===== src/rtl/add_sum_pkg.sv =====
`default_nettype none
// ============================================================================
// Module   : add_sum_pkg
// Brief    : Shared adder constants and the result record {sum, cout, ovf}.
//            ADD_SUM_OVF_EN selects whether the ovf bit is stored per entry.
// Revision : 1.0 - initial release
// ============================================================================
package add_sum_pkg;

   localparam int ADD_WIDTH = 32;
   localparam int FIELD_W   = 2;

   // Result record as presented on the output ports.
   typedef struct packed {
      logic [ADD_WIDTH-1:0] sum;
      logic                 cout;
      logic                 ovf;
   } add_result_t;

   // Stored width per FIFO entry: the ovf bit is kept only when enabled.
`ifdef ADD_SUM_OVF_EN
   localparam int RES_STORE_W = ADD_WIDTH + 2;
`else
   localparam int RES_STORE_W = ADD_WIDTH + 1;
`endif

endpackage : add_sum_pkg
`default_nettype wire


===== src/rtl/add_sum_fifo.sv =====
`default_nettype none
// ============================================================================
// Module   : add_sum_fifo
// Brief    : Valid/ready FIFO with wrapping read/write pointers and an
//            occupancy count. Head data reads as zero while empty.
// Revision : 1.0 - initial release
// ============================================================================
module add_sum_fifo #(
   parameter int DEPTH  = 2,
   parameter int DATA_W = 33
) (
   input  logic              clk,
   input  logic              rst_n,
   input  logic              push_valid_i,
   output logic              push_ready_o,
   input  logic [DATA_W-1:0] push_data_i,
   output logic              pop_valid_o,
   input  logic              pop_ready_i,
   output logic [DATA_W-1:0] pop_data_o
);

   localparam int PTR_W = (DEPTH > 1) ? $clog2(DEPTH) : 1;
   localparam int CNT_W = $clog2(DEPTH + 1);

   logic [PTR_W-1:0]  wr_ptr_q, wr_ptr_d;
   logic [PTR_W-1:0]  rd_ptr_q, rd_ptr_d;
   logic [CNT_W-1:0]  count_q, count_d;
   logic [DATA_W-1:0] mem_q [DEPTH];

   logic w_full;
   logic w_empty;
   logic w_push;
   logic w_pop;

   assign w_full       = (count_q == CNT_W'(DEPTH));
   assign w_empty      = (count_q == '0);
   assign w_pop        = !w_empty && pop_ready_i;
   // A full FIFO still accepts when the head leaves in the same cycle.
   assign push_ready_o = !w_full || w_pop;
   assign w_push       = push_valid_i && push_ready_o;
   assign pop_valid_o  = !w_empty;
   // Forcing zero while empty keeps outputs stable and clean after reset.
   assign pop_data_o   = w_empty ? '0 : mem_q[rd_ptr_q];

   // Next-state for pointers and occupancy.
   always_comb begin
      wr_ptr_d = wr_ptr_q;
      rd_ptr_d = rd_ptr_q;
      count_d  = count_q;
      if (w_push) wr_ptr_d = wr_ptr_q + PTR_W'(1);
      if (w_pop)  rd_ptr_d = rd_ptr_q + PTR_W'(1);
      case ({w_push, w_pop})
         2'b10:   count_d = count_q + CNT_W'(1);
         2'b01:   count_d = count_q - CNT_W'(1);
         default: count_d = count_q;
      endcase
   end

   // Pointer and occupancy registers, cleared asynchronously.
   always_ff @(posedge clk or negedge rst_n) begin
      if (!rst_n) begin
         wr_ptr_q <= '0;
         rd_ptr_q <= '0;
         count_q  <= '0;
      end else begin
         wr_ptr_q <= wr_ptr_d;
         rd_ptr_q <= rd_ptr_d;
         count_q  <= count_d;
      end
   end

   // Entry storage; contents are only observable through a valid head.
   always_ff @(posedge clk) begin
      if (w_push) mem_q[wr_ptr_q] <= push_data_i;
   end

endmodule : add_sum_fifo
`default_nettype wire


===== src/rtl/add_sum_stage.sv =====
`default_nettype none
// ============================================================================
// Module   : add_sum_stage
// Brief    : Final sum stage of a prefix adder: sum_i = hsum_i ^ g_(i-1),
//            cout = g_31, buffered in a valid/ready output FIFO.
//            ADD_SUM_OVF_EN enables the signed overflow flag (g_30 ^ g_31);
//            otherwise ovf is tied low and not stored.
// Revision : 1.0 - initial release
// ============================================================================
module add_sum_stage
   import add_sum_pkg::*;
#(
   parameter int FIFO_DEPTH = 2
) (
   input  logic                     clk,
   input  logic                     rst_n,
   input  logic                     in_valid,
   output logic                     in_ready,
   input  logic [FIELD_W*ADD_WIDTH-1:0] temp_4,
   input  logic [ADD_WIDTH-1:0]     hsum,
   output logic                     out_valid,
   input  logic                     out_ready,
   output logic [ADD_WIDTH-1:0]     sum,
   output logic                     cout,
   output logic                     ovf
);

   logic [ADD_WIDTH-1:0]   w_g;
   logic [ADD_WIDTH-1:0]   w_p;
   logic                   w_unused_p;
   logic [ADD_WIDTH-1:0]   w_sum;
   logic                   w_cout;
   logic [RES_STORE_W-1:0] w_push_data;
   logic [RES_STORE_W-1:0] w_pop_data;
   add_result_t            w_head;

   // Split the prefix fields into generate and propagate vectors.
   always_comb begin
      w_g = '0;
      w_p = '0;
      for (int i = 0; i < ADD_WIDTH; i++) begin
         w_g[i] = temp_4[FIELD_W*i+1];
         w_p[i] = temp_4[FIELD_W*i];
      end
   end

   // Propagate bits play no part in the final sum.
   assign w_unused_p = ^w_p;

   // Carry into bit i is the resolved generate of bit i-1; carry-in is 0.
   assign w_sum  = hsum ^ {w_g[ADD_WIDTH-2:0], 1'b0};
   assign w_cout = w_g[ADD_WIDTH-1];

`ifdef ADD_SUM_OVF_EN
   assign w_push_data = {w_sum, w_cout, w_g[ADD_WIDTH-2] ^ w_g[ADD_WIDTH-1]};
   assign w_head      = w_pop_data;
`else
   assign w_push_data = {w_sum, w_cout};
   assign w_head      = {w_pop_data, 1'b0};
`endif

   add_sum_fifo #(
      .DEPTH  (FIFO_DEPTH),
      .DATA_W (RES_STORE_W)
   ) u_fifo (
      .clk          (clk),
      .rst_n        (rst_n),
      .push_valid_i (in_valid),
      .push_ready_o (in_ready),
      .push_data_i  (w_push_data),
      .pop_valid_o  (out_valid),
      .pop_ready_i  (out_ready),
      .pop_data_o   (w_pop_data)
   );

   assign sum  = w_head.sum;
   assign cout = w_head.cout;
   assign ovf  = w_head.ovf;

endmodule : add_sum_stage
`default_nettype wire

===== config.mk =====
export PLATFORM = sky130hd
export DESIGN_NAME = add_sum_stage
export DESIGN_NICKNAME = d
export VERILOG_FILES = /design/src/rtl/add_sum_pkg.sv /design/src/rtl/add_sum_fifo.sv /design/src/rtl/add_sum_stage.sv
export SDC_FILE = /design/constraint.sdc
export NUM_CORES = 1
export LEC_CHECK = 0
export ABC_CLOCK_PERIOD_IN_PS = 3540
export BUFFER_PORTS_ARGS = -buffer_cell sky130_fd_sc_hd__buf_4
export CORE_ASPECT_RATIO = 0.7
export CORE_MARGIN = 8
export CORE_UTILIZATION = 47
export CTS_BUF_LIST = sky130_fd_sc_hd__clkbuf_16
export CTS_CLUSTER_DIAMETER = 40
export CTS_CLUSTER_SIZE = 8
export DETAILED_ROUTE_END_ITERATION = 16
export PLACE_DENSITY = 0.86
export SLEW_MARGIN = 10
export SYNTH_ARGS = -nofsm -noshare
export SYNTH_HDL_FRONTEND = slang
export SYNTH_SLANG_ARGS = --single-unit

===== constraint.sdc =====
create_clock -name clk -period 3.54 [get_ports clk]
set_input_delay 0.177 -clock clk [delete_from_list [all_inputs] [get_ports clk]]
set_output_delay 0.177 -clock clk [all_outputs]
set_load 0.02 [all_outputs]

==> impl_metrics.csv, run 1 <==
group,metric,value,unit
floorplan,dieArea,9160,sq um
pwr,power.total,3.34,mW
floorplan,std_cell_rows,24,
detailed_routing,route.final.wire_length,5770,um
setup_path,critical_path.startpoint_type,"register",
clock_network,worstSkewPairLatency,0.31,ns
global_routing,first_global_vias,1938,
sta,unrepaired_setup_endpoints_after_global_routing,"no",
sta,clock-skew-final,0.00352,ns
detailed_routing,routed_length_per_instance,15.3,um
min_path,hold-path-endpoint,"u_fifo.mem_q[0][1]",
sta,clock.fmax,488,MHz
clock_network,total_of_cells_resized_after_clock_tree_synthesis,0,
floorplan,initial_core_util,48.3,%
synth,synth_sequential_area_ratio,70.1,%
global_routing,grtUsageTotal,12.6,%
place,port-buffer-count,102,
global_routing,grt.overflow.total,0,
place,dp.cells,363,
global_routing,use_met1,14.4,%
synth,ys_ff_latch,70,
clock_network,clkTransAtPathRegs,0.05,ns
pwr,cellPowerDensity,823,nW/um^2
floorplan,fp.dieH,82.5,um
detailed_routing,vias,1794,
sta,min_period_over_period,57.9,%
sta,max_slew_margin_vs_limit,32.7,%
sta,fin_setup_tns,0,ns
setup_path,crit_type,"reg -> out",
synth,synth.lib_cells_used.distinct,16,
final_layout,drive_gt1_share,40.0,%
setup_path,setup.worst_path.start,"u_fifo.rd_ptr_q",
clock_network,cts-root-buf,"clkbuf_16",
final_layout,area.growth.synth_to_final,36.6,%
final_layout,diodes,0,
global_routing,groute.layer.met2.usage,19.7,%
clock_network,clock_tree.htree_level_count,3,
setup_path,worstPathArrival,1.87,ns
detailed_routing,vias_per_cell,4.75,
global_routing,grt_pass1_wl,9090,um
setup_path,cp.required,3.36,ns
clock_network,cts_buffers,9,
pwr,net-switching-power,1.16,mW
global_routing,maximum_number_of_pins_on_one_net_before_global_route_repair,35,
sta,report.final.slew_viol_count,0,
synth,postSynthNetCount,291,
sta,setup_viol,0,
final_layout,layoutNonFillerInstCount,378,
setup_path,reg2reg_from,"u_fifo.count_q[1]",
clock_network,cts_sinks,70,
status,status,"completed",
global_routing,grt_antenna_before_repair,0,
place,gpl.final_weighted_congestion,0.684,
min_path,worst_hold_path_type,"in -> reg",
setup_path,worst_r2r_path_depth,3,
detailed_routing,detailedRoute.firstIterationViolations,60,
min_path,timing.hold.worst_path_depth,1,
synth,yosys_warnings,0,
sta,worstMarginPinSlew,1.01,ns
place,place_worst_setup_slack,1.66,ns
detailed_routing,final_antenna_net_count,0,
pwr,seqPwrFrac,39.1,%
pwr,vdd_drop_max,0.372,mV
pwr,p_leak,1.74,nW
floorplan,design.core.area,6160,sq um
clock_network,buffer_levels_on_the_longest_clock_path,2,
place,place_area,3800,sq um
setup_path,r2r_setup_slack,1.69,ns
pwr,comb_power_share,39.1,%
sta,final.setup.worst_slack,1.49,ns
final_layout,design.final.nets,398,
synth,post_synth_inst_count,190,
min_path,min_delay_startpoint,"hsum[0]",
detailed_routing,detail_route.first_pass.iterations,4,
clock_network,tritoncts,"yes",
pwr,clock_power_share,21.8,%
synth,synth_area,2970,sq um
detailed_routing,drc_errors,0,
floorplan,top_level_port_count,136,
synth,synth_area_per_cell,15.6,sq um
place,place.detailed.hpwl,4060,um
sta,hold_viol_final,0,
final_layout,layout.cell_area.non_filler,4060,sq um
pwr,p_int,2.17,mW
global_routing,use_met3,7.50,%
setup_path,endpoint_kind,"output pin",
pwr,netSwitchingFraction,34.9,%
global_routing,grt_busiest_layer,"met2",
setup_path,worst_r2r_endpoint,"u_fifo.mem_q[0][30]",
floorplan,die_w,111,um
setup_path,worstPathMaxFanout,34,
sta,finalCriticalPeriod,2.05,ns
flow_run,maxCapViolations,0,
cells in the mapped netlist:
cell	n	share of area (%)
and2_1	1	0.21
and3_1	1	0.21
buf_2	4	0.67
buf_4	4	1.0
conb_1	1	0.13
dfrtp_1	4	3.4
edfxtp_1	66	67
ha_1	1	0.42
inv_2	1	0.13
mux2i_1	33	11
nand2_4	1	0.38
nor2_1	35	4.4
nor2_2	1	0.21
or3b_4	1	0.38
xnor2_1	3	0.88
xor2_1	33	9.7
per-layer routing:
layer	routed length (um)	vias to the layer above	share of wire [%]
li1	-	880	-
met1	2490	833	43
met2	2610	79	45
met3	637	2	11
met4	25	0	0.43
met5	0	-	0
layout make-up:
| cell class | instances | area, sq um |
|---|---|---|
| clock buffers | 9 | 225 |
| clock inverters | 5 | 20.0 |
| fillers | 442 | 2100 |
| inverters | 1 | 3.75 |
| multi-input cells | 111 | 843 |
| flip-flops and latches | 70 | 2080 |
| well taps | 78 | 97.6 |
| repair buffers | 104 | 783 |
cell usage in the layout (no fill, tap or decap):
cell type and instances:
and2_1 1, and3_2 1, buf_4 103, clkbuf_16 9, clkinv_1 3, clkinv_2 1
conb_1 1, dfrtp_1 3, dfrtp_2 1, dlygate4sd3_1 1, edfxtp_1 66, ha_1 1
inv_1 1, inv_2 1, mux2i_1 33, nand2_4 1, nor2_1 34, nor2_2 1
nor2_4 1, or3b_4 1, xnor2_1 3, xor2_1 33
worst max-delay path by stage:
stage / end / slack, ns
detailed placement: u_fifo.mem_q[0][27] / 1.66
finish: sum[8] / 1.49
global placement: u_fifo.mem_q[0][27] / 1.67
floorplan: u_fifo.mem_q[0][0] / 0.96
CTS: sum[8] / 1.44
global route: sum[8] / 1.37
stage by stage:
step           util, %  hold WS [ns]
2_1_floorplan        -        -0.119
3_3_place_gp      61.7       -0.0246
3_5_place_dp      61.7       -0.0223
4_1_cts           65.9        0.0382
5_1_grt           65.9        0.0389
6_report          65.9        0.0480
registers in the layout, summed over array words and instances, names as in the netlist:
register         cells
u_fifo.rd_ptr_q      1
u_fifo.count_q       2
u_fifo.wr_ptr_q      1
u_fifo.mem_q        66
cell families (layout without fill, tap and decap cells):
group                      count (synthesis)  in the layout  share of synthesized area (%)
DFF                                       70             70                           70.1
and+or+nand+nor                           40             40                           5.81
xor gates and xnor gates                  36             36                           10.6
muxes                                     33             33                           11.1
buffers and inverters                      9            119                           1.81
adders and majority gates                  1              1                          0.421
other                                      1              1                          0.126
critical path, cell delays in order (launching register included):
cell     delay, ns
dfrtp_2       1.03
mux2i_1       0.30
nor2_1        0.06
buf_4         0.17
repair_timing:
| action | in CTS | in global routing |
|---|---|---|
| hold endpoints to repair | 4 | 0 |
| buffers inserted | 0 | 0 |
| hold buffers | 1 | 0 |
power by group through the flow:
stage	clock, mW	combinational (mW)	sequential [mW]
after CTS	0.749	1.34	1.31
after global placement	0	1.31	1.31
final	0.729	1.31	1.30
after detailed placement	0	1.33	1.33
after floorplan	0	0.877	1.21
after global routing	0.782	1.42	1.33
(Power assumes the default switching activity.)
==> run 2: changes to the inputs <==
ABC_AREA = 1   (was not set)
ABC_CLOCK_PERIOD_IN_PS = 2000   (was 3540)
clock period = 2 ns   (was 3.54 ns; I/O delays follow)
==> impl_metrics.csv, run 2 <==
group,metric,value,unit
final_layout,largest_register_ffs,66,
sta,unrepaired_setup_endpoints_after_global_routing,"no",
clock_network,clkTransAtPathRegs,0.05,ns
final_layout,layout.cell_area.non_filler,4200,sq um
setup_path,worst-path-buf-inv,2,
status,status,"completed",
global_routing,grtUsageTotal,15.1,%
detailed_routing,detail_route.first_pass.iterations,5,
detailed_routing,final_antenna_net_count,0,
final_layout,drive_gt1_share,36.0,%
detailed_routing,drc_errors,0,
pwr,clock_power_share,26.0,%
floorplan,design.core.area,6190,sq um
synth,synth_area_per_cell,12.4,sq um
synth,post_synth_most_frequent_cells,"75 x nand2_1, 66 x edfxtp_1, 33 x a21oi_1",
sta,hold_viol_final,0,
sta,finalCriticalPeriod,1.69,ns
setup_path,slowest_delay,0.41,ns
sta,setup_viol,0,
setup_path,critical_path.slowest_cell,"clkinv_2",
sta,clock.fmax,593,MHz
sta,min_period_over_period,84.4,%
place,gpl.final_weighted_congestion,0.666,
place,port-buffer-count,102,
final_layout,diodes,0,
final_layout,area.growth.synth_to_final,40.8,%
detailed_routing,vias_per_cell,4.87,
setup_path,timing.critical_path.cells,"clkinv_2, nand2_1, a21oi_1, buf_4",
final_layout,layout.core_utilization,67.8,%
global_routing,grt_pass1_wl,10800,um
setup_path,worstPathMaxFanout,34,
pwr,p_leak,1.79,nW
clock_network,worstSkewPairLatency,0.33,ns
clock_network,clock_tree.htree_level_count,3,
synth,ys_ff_latch,70,
synth,yosys.cell_count.top_type,"nand2_1",
floorplan,die_w,111,um
global_routing,grt_antenna_before_repair,0,
pwr,netSwitchingFraction,36.2,%
final_layout,layout_top_registers,"u_fifo.mem_q: 66 flops, u_fifo.count_q: 2 flops",
synth,synth_area,2980,sq um
pwr,seqPwrFrac,33.3,%
setup_path,cp.required,1.90,ns
synth,synth_sequential_area_ratio,69.9,%
final_layout,layout.cells.most_common,"buf_4",
clock_network,cts_sinks,70,
synth,post_synth_inst_count,240,
flow_run,maxCapViolations,0,
final_layout,filler_cell_count,439,
synth,synthTopCellsByArea,"edfxtp_1 66%, nand2_1 9.4%, xor2_1 9.1%",
final_layout,layout_common_cells,"106 x buf_4, 75 x nand2_1, 66 x edfxtp_1",
pwr,vdd_drop_max,0.748,mV
pwr,comb_power_share,40.7,%
final_layout,largest-register,"u_fifo.mem_q",
floorplan,dieArea,9190,sq um
detailed_routing,vias,2115,
clock_network,cts-root-buf,"clkbuf_16",
pwr,cellPowerDensity,1520,nW/um^2
synth,yosys_warnings,0,
global_routing,grt.overflow.total,0,
synth,synth.lib_cells_used.distinct,19,
floorplan,std_cell_rows,24,
synth,async_reset_ff_share,5.71,%
synth,synth_ff_type,"edfxtp_1",
setup_path,worstPathArrival,1.59,ns
setup_path,timing.critical_path.max_delay_family,"buffers and inverters",
synth,synthDominantCellAreaShare,66.5,%
detailed_routing,routed_length_per_instance,15.8,um
place,place_area,3850,sq um
floorplan,initial_core_util,48.2,%
clock_network,tritoncts,"yes",
floorplan,fp.dieH,82.6,um
sta,clock-skew-final,0.00674,ns
pwr,power.total,6.36,mW
clock_network,buffer_levels_on_the_longest_clock_path,2,
final_layout,design.final.nets,452,
global_routing,first_global_vias,2217,
setup_path,critical_path.startpoint_type,"register",
detailed_routing,route.final.wire_length,6860,um
setup_path,endpoint_kind,"output pin",
place,place.detailed.hpwl,4760,um
sta,report.final.slew_viol_count,0,
floorplan,top_level_port_count,136,
sta,fin_setup_tns,0,ns
min_path,worst_hold_path_type,"in -> reg",
pwr,p_int,4.05,mW
setup_path,crit_type,"reg -> out",
clock_network,cts_buffers,9,
pwr,net-switching-power,2.31,mW
detailed_routing,detailedRoute.firstIterationViolations,85,
synth,postSynthNetCount,341,
synth,yosysTopAreaCell,"edfxtp_1",
synth,synth-edff-count,66,
global_routing,maximum_number_of_pins_on_one_net_before_global_route_repair,35,
-- run 2: cells by family (layout without fill, tap and decap cells) --
family,after synthesis,in the layout,synth area share (%)
buffers and inverters,20,136,3.53
DFF,70,70,69.9
and+or+nand+nor,82,82,11.0
other,1,1,0.126
adders and majority gates,1,1,0.420
AOI/OAI and AO/OA,34,34,5.71
xor gates and xnor gates,32,32,9.40
-- run 2: area by class of cell --
class / instances / area, sq um / share of cell area, %
multi-input cells: 150 / 801 / 19.1
clock buffers: 9 / 225 / 5.37
inverters: 9 / 35.0 / 0.835
well taps: 78 / 97.6 / 2.33
repair buffers: 111 / 866 / 20.6
clock inverters: 7 / 88.8 / 2.12
flip-flops and latches: 70 / 2080 / 49.6
-- run 2: worst reg2reg max path, stage by stage, from the launching register on --
cell	delay (ns)
dfrtp_1	0.45
inv_2	0.09
nand3_2	0.08
nand2_1	0.17
ha_1	0.28
inv_1	0.08
nand3_1	0.08
nand2_1	0.06
nand2_1	0.04
-- run 2: path summary, 6_finish.rpt --
| kind | startpoint | endpoint | cells after the start | slack, ns |
|---|---|---|---|---|
| max in group asynchronous | rst_n | u_fifo.wr_ptr_q | 2 | 1.78 |
| hold / removal | in_valid | u_fifo.wr_ptr_q | 3 | 0.07 |
| setup / recovery | u_fifo.rd_ptr_q | sum[19] | 4 | 0.31 |
| min in group asynchronous | rst_n | u_fifo.rd_ptr_q | 2 | 0.12 |
| hold reg to reg | u_fifo.wr_ptr_q | u_fifo.wr_ptr_q | 2 | 0.49 |
| setup reg to reg | u_fifo.count_q[0] | u_fifo.count_q[1] | 8 | 0.54 |
-- run 2: power by group through the flow --
stage / clock [mW] / combinational, mW / sequential [mW]
detailed placement: 0 / 2.62 / 2.15
finish: 1.65 / 2.59 / 2.12
floorplan: 0 / 1.54 / 2.12
global placement: 0 / 2.56 / 2.12
CTS: 1.67 / 2.64 / 2.12
global route: 1.74 / 2.83 / 2.14
-- run 2: stage by stage --
step                hold WS, ns  setup WS [ns]  cells
floorplan                -0.196          0.230    240
global placement         -0.100          0.612    415
detailed placement      -0.0955          0.544    415
CTS                      0.0733          0.281    434
global route             0.0721          0.182    434
finish                   0.0726          0.313    434
-- run 2: repair_timing --
| item | in CTS | in global routing |
|---|---|---|
| hold buffers | 3 | 0 |
| endpoints found under the hold margin | 8 | 0 |
| resized for setup | 0 | 0 |
| setup buffers | 0 | 0 |
-- run 2: metal layers --
layer	track usage, %	routed length, um	up-vias
met1	16.5	2840	991
met2	25.2	3310	87
met5	0	0	-
met4	3.58	33	0
met3	8.80	669	4
li1	-	-	1033
==> run 3: changes to the inputs <==
ABC_AREA = 0   (was 1)
ABC_CLOCK_PERIOD_IN_PS = 1440   (was 2000)
CORE_UTILIZATION = 42   (was 47)
PLACE_DENSITY = 0.82   (was 0.86)
clock period = 1.44 ns   (was 2 ns; I/O delays follow)
==> impl_metrics.csv, run 3 (same netlist as run 1, synthesis figures left out) <==
group,metric,value,unit
global_routing,first_global_vias,2094,
final_layout,filler_cell_count,478,
sta,unrepaired_setup_endpoints_after_global_routing,"yes",
final_layout,largest-register,"u_fifo.mem_q",
detailed_routing,routed_length_per_instance,16.3,um
setup_path,critical_path.slowest_cell,"or3b_4",
global_routing,maximum_number_of_pins_on_one_net_before_global_route_repair,34,
setup_path,endpoint_kind,"register",
final_layout,layout.cells.most_common,"buf_4",
final_layout,design.final.nets,421,
pwr,net-switching-power,3.20,mW
setup_path,timing.critical_path.max_delay_family,"simple AND/OR/NAND/NOR gates",
floorplan,top_level_port_count,136,
clock_network,cts_sinks,70,
status,failed_checks,"negative setup slack",
final_layout,drive_gt1_share,46.2,%
pwr,clock_power_share,23.9,%
setup_path,crit_type,"reg -> reg",
detailed_routing,drc_errors,0,
sta,setup_viol,70,
clock_network,buffer_levels_on_the_longest_clock_path,2,
detailed_routing,detailedRoute.firstIterationViolations,89,
final_layout,layout.core_utilization,66.7,%
place,gpl.final_weighted_congestion,0.727,
clock_network,clkTransAtPathRegs,0.06,ns
place,place.detailed.hpwl,4610,um
place,dp.cells,390,
pwr,comb_power_share,44.9,%
final_layout,area_taken_by_flip_flops_and_latches,2080,sq um
global_routing,grtUsageTotal,13.6,%
pwr,cellPowerDensity,2100,nW/um^2
floorplan,std_cell_rows,25,
setup_path,cp.required,1.65,ns
floorplan,die_w,117,um
final_layout,largest_register_ffs,66,
min_path,timing.hold.worst_path_depth,2,
floorplan,initial_core_util,43.8,%
min_path,worst_hold_path_type,"in -> reg",
pwr,vdd_drop_max,1.17,mV
floorplan,fp.dieH,86.4,um
setup_path,critical_path.startpoint_type,"register",
final_layout,layout_top_registers,"u_fifo.mem_q: 66 flops, u_fifo.count_q: 2 flops",
place,place_worst_setup_slack,-0.400,ns
final_layout,multiInputGateArea,900,sq um
setup_path,worst_r2r_path_depth,7,
clock_network,clock_tree.htree_level_count,3,
detailed_routing,route.final.wire_length,6830,um
detailed_routing,vias_per_cell,4.55,
pwr,power.total,9.52,mW
setup_path,timing.critical_path.cells,"or3b_4, nand2_4, buf_6, ha_4, xnor2_4, nor2_2, xor2_1",
pwr,p_leak,1.94,nW
sta,hold_viol_final,0,
setup_path,worstPathArrival,1.78,ns
floorplan,design.core.area,6790,sq um
detailed_routing,vias,1906,
setup_path,worst-path-buf-inv,1,
sta,clock.fmax,636,MHz
final_layout,diodes,0,
setup_path,slowest_delay,0.41,ns
sta,final.setup.worst_slack,-0.133,ns
floorplan,dieArea,10100,sq um
setup_path,worstPathMaxFanout,3,
clock_network,worstSkewPairLatency,0.32,ns
global_routing,grt_antenna_before_repair,0,
sta,min_period_over_period,109,%
clock_network,tritoncts,"yes",
clock_network,cts-root-buf,"clkbuf_16",
final_layout,layout_common_cells,"108 x buf_4, 66 x edfxtp_1, 33 x mux2i_1, 33 x nor2_1, 33 x xor2_1",
global_routing,grt.overflow.total,0,
sta,report.final.slew_viol_count,0,
pwr,p_int,6.32,mW
place,port-buffer-count,102,
detailed_routing,detail_route.first_pass.iterations,4,
pwr,seqPwrFrac,31.2,%
flow_run,maxCapViolations,0,
setup_path,path_depth,7,
global_routing,grt_pass1_wl,10300,um
final_layout,area.growth.synth_to_final,52.5,%
pwr,netSwitchingFraction,33.6,%
final_layout,layoutNonFillerInstCount,419,
clock_network,cts_buffers,9,
detailed_routing,final_antenna_net_count,0,
sta,clock-skew-final,0.00429,ns
sta,finalCriticalPeriod,1.57,ns
status,status,"finished with violations",
-- run 3: metal layers --
metal	vias up	routed length (um)	global-route usage [%]
met5	-	0	0
met4	0	57	4.22
met3	7	611	6.25
met2	71	3470	22.9
met1	893	2680	15.0
li1	935	-	-
-- run 3: final timing paths --
path | start | end | slack [ns]
setup / recovery | u_fifo.count_q[0] | u_fifo.count_q[1] | -0.13
min in group asynchronous | rst_n | u_fifo.count_q[1] | 0.10
hold / removal | hsum[21] | u_fifo.mem_q[1][22] | 0.06
max in group asynchronous | rst_n | u_fifo.rd_ptr_q | 1.23
setup reg to reg | u_fifo.count_q[0] | u_fifo.count_q[1] | -0.13
hold reg to reg | u_fifo.count_q[1] | u_fifo.count_q[1] | 0.56
-- run 3: worst register-to-register path, cell delays in order, from the launching register on --
cell	delay (ns)
dfrtp_1	0.38
or3b_4	0.41
nand2_4	0.09
buf_6	0.11
ha_4	0.15
xnor2_4	0.12
nor2_2	0.05
xor2_1	0.15
-- run 3: timing repair --
| item | in CTS | in global routing |
|---|---|---|
| cloned | 2 | 3 |
| buffers inserted | 5 | 0 |
| pin swaps | 6 | 1 |
| gates resized for setup | 16 | 3 |
| hold endpoints to repair | 8 | 0 |
| endpoints found under the setup margin | 102 | 101 |
| hold buffers | 3 | 0 |
-- run 3: through the flow --
step           cell area [sq um]  hold slack (ns)  TNS, ns
2_1_floorplan               2980           -0.224   -13.48
4_1_cts                     4440           0.0510    -4.31
3_3_place_gp                3940           -0.131   -14.69
5_1_grt                     4530           0.0527    -9.18
3_5_place_dp                3940           -0.132   -17.98
6_report                    4530           0.0637    -6.07
-- run 3: power groups by stage --
stage	Clock (mW)	Combinational, mW	Sequential, mW
after floorplan	0	2.17	2.96
after global placement	0	3.74	2.96
after detailed placement	0	3.79	3.00
after CTS	2.32	4.13	2.97
after global routing	2.42	4.57	3.01
final	2.27	4.28	2.97
-- run 3: cell type report --
type / count / area share (%)
sequential: 70 / 46.0
timing repair buffer: 126 / 24.5
multi-input combinational: 112 / 19.9
clock buffer: 9 / 4.97
tap: 94 / 2.60
clock inverter: 7 / 1.96
inverter: 1 / 0.0829
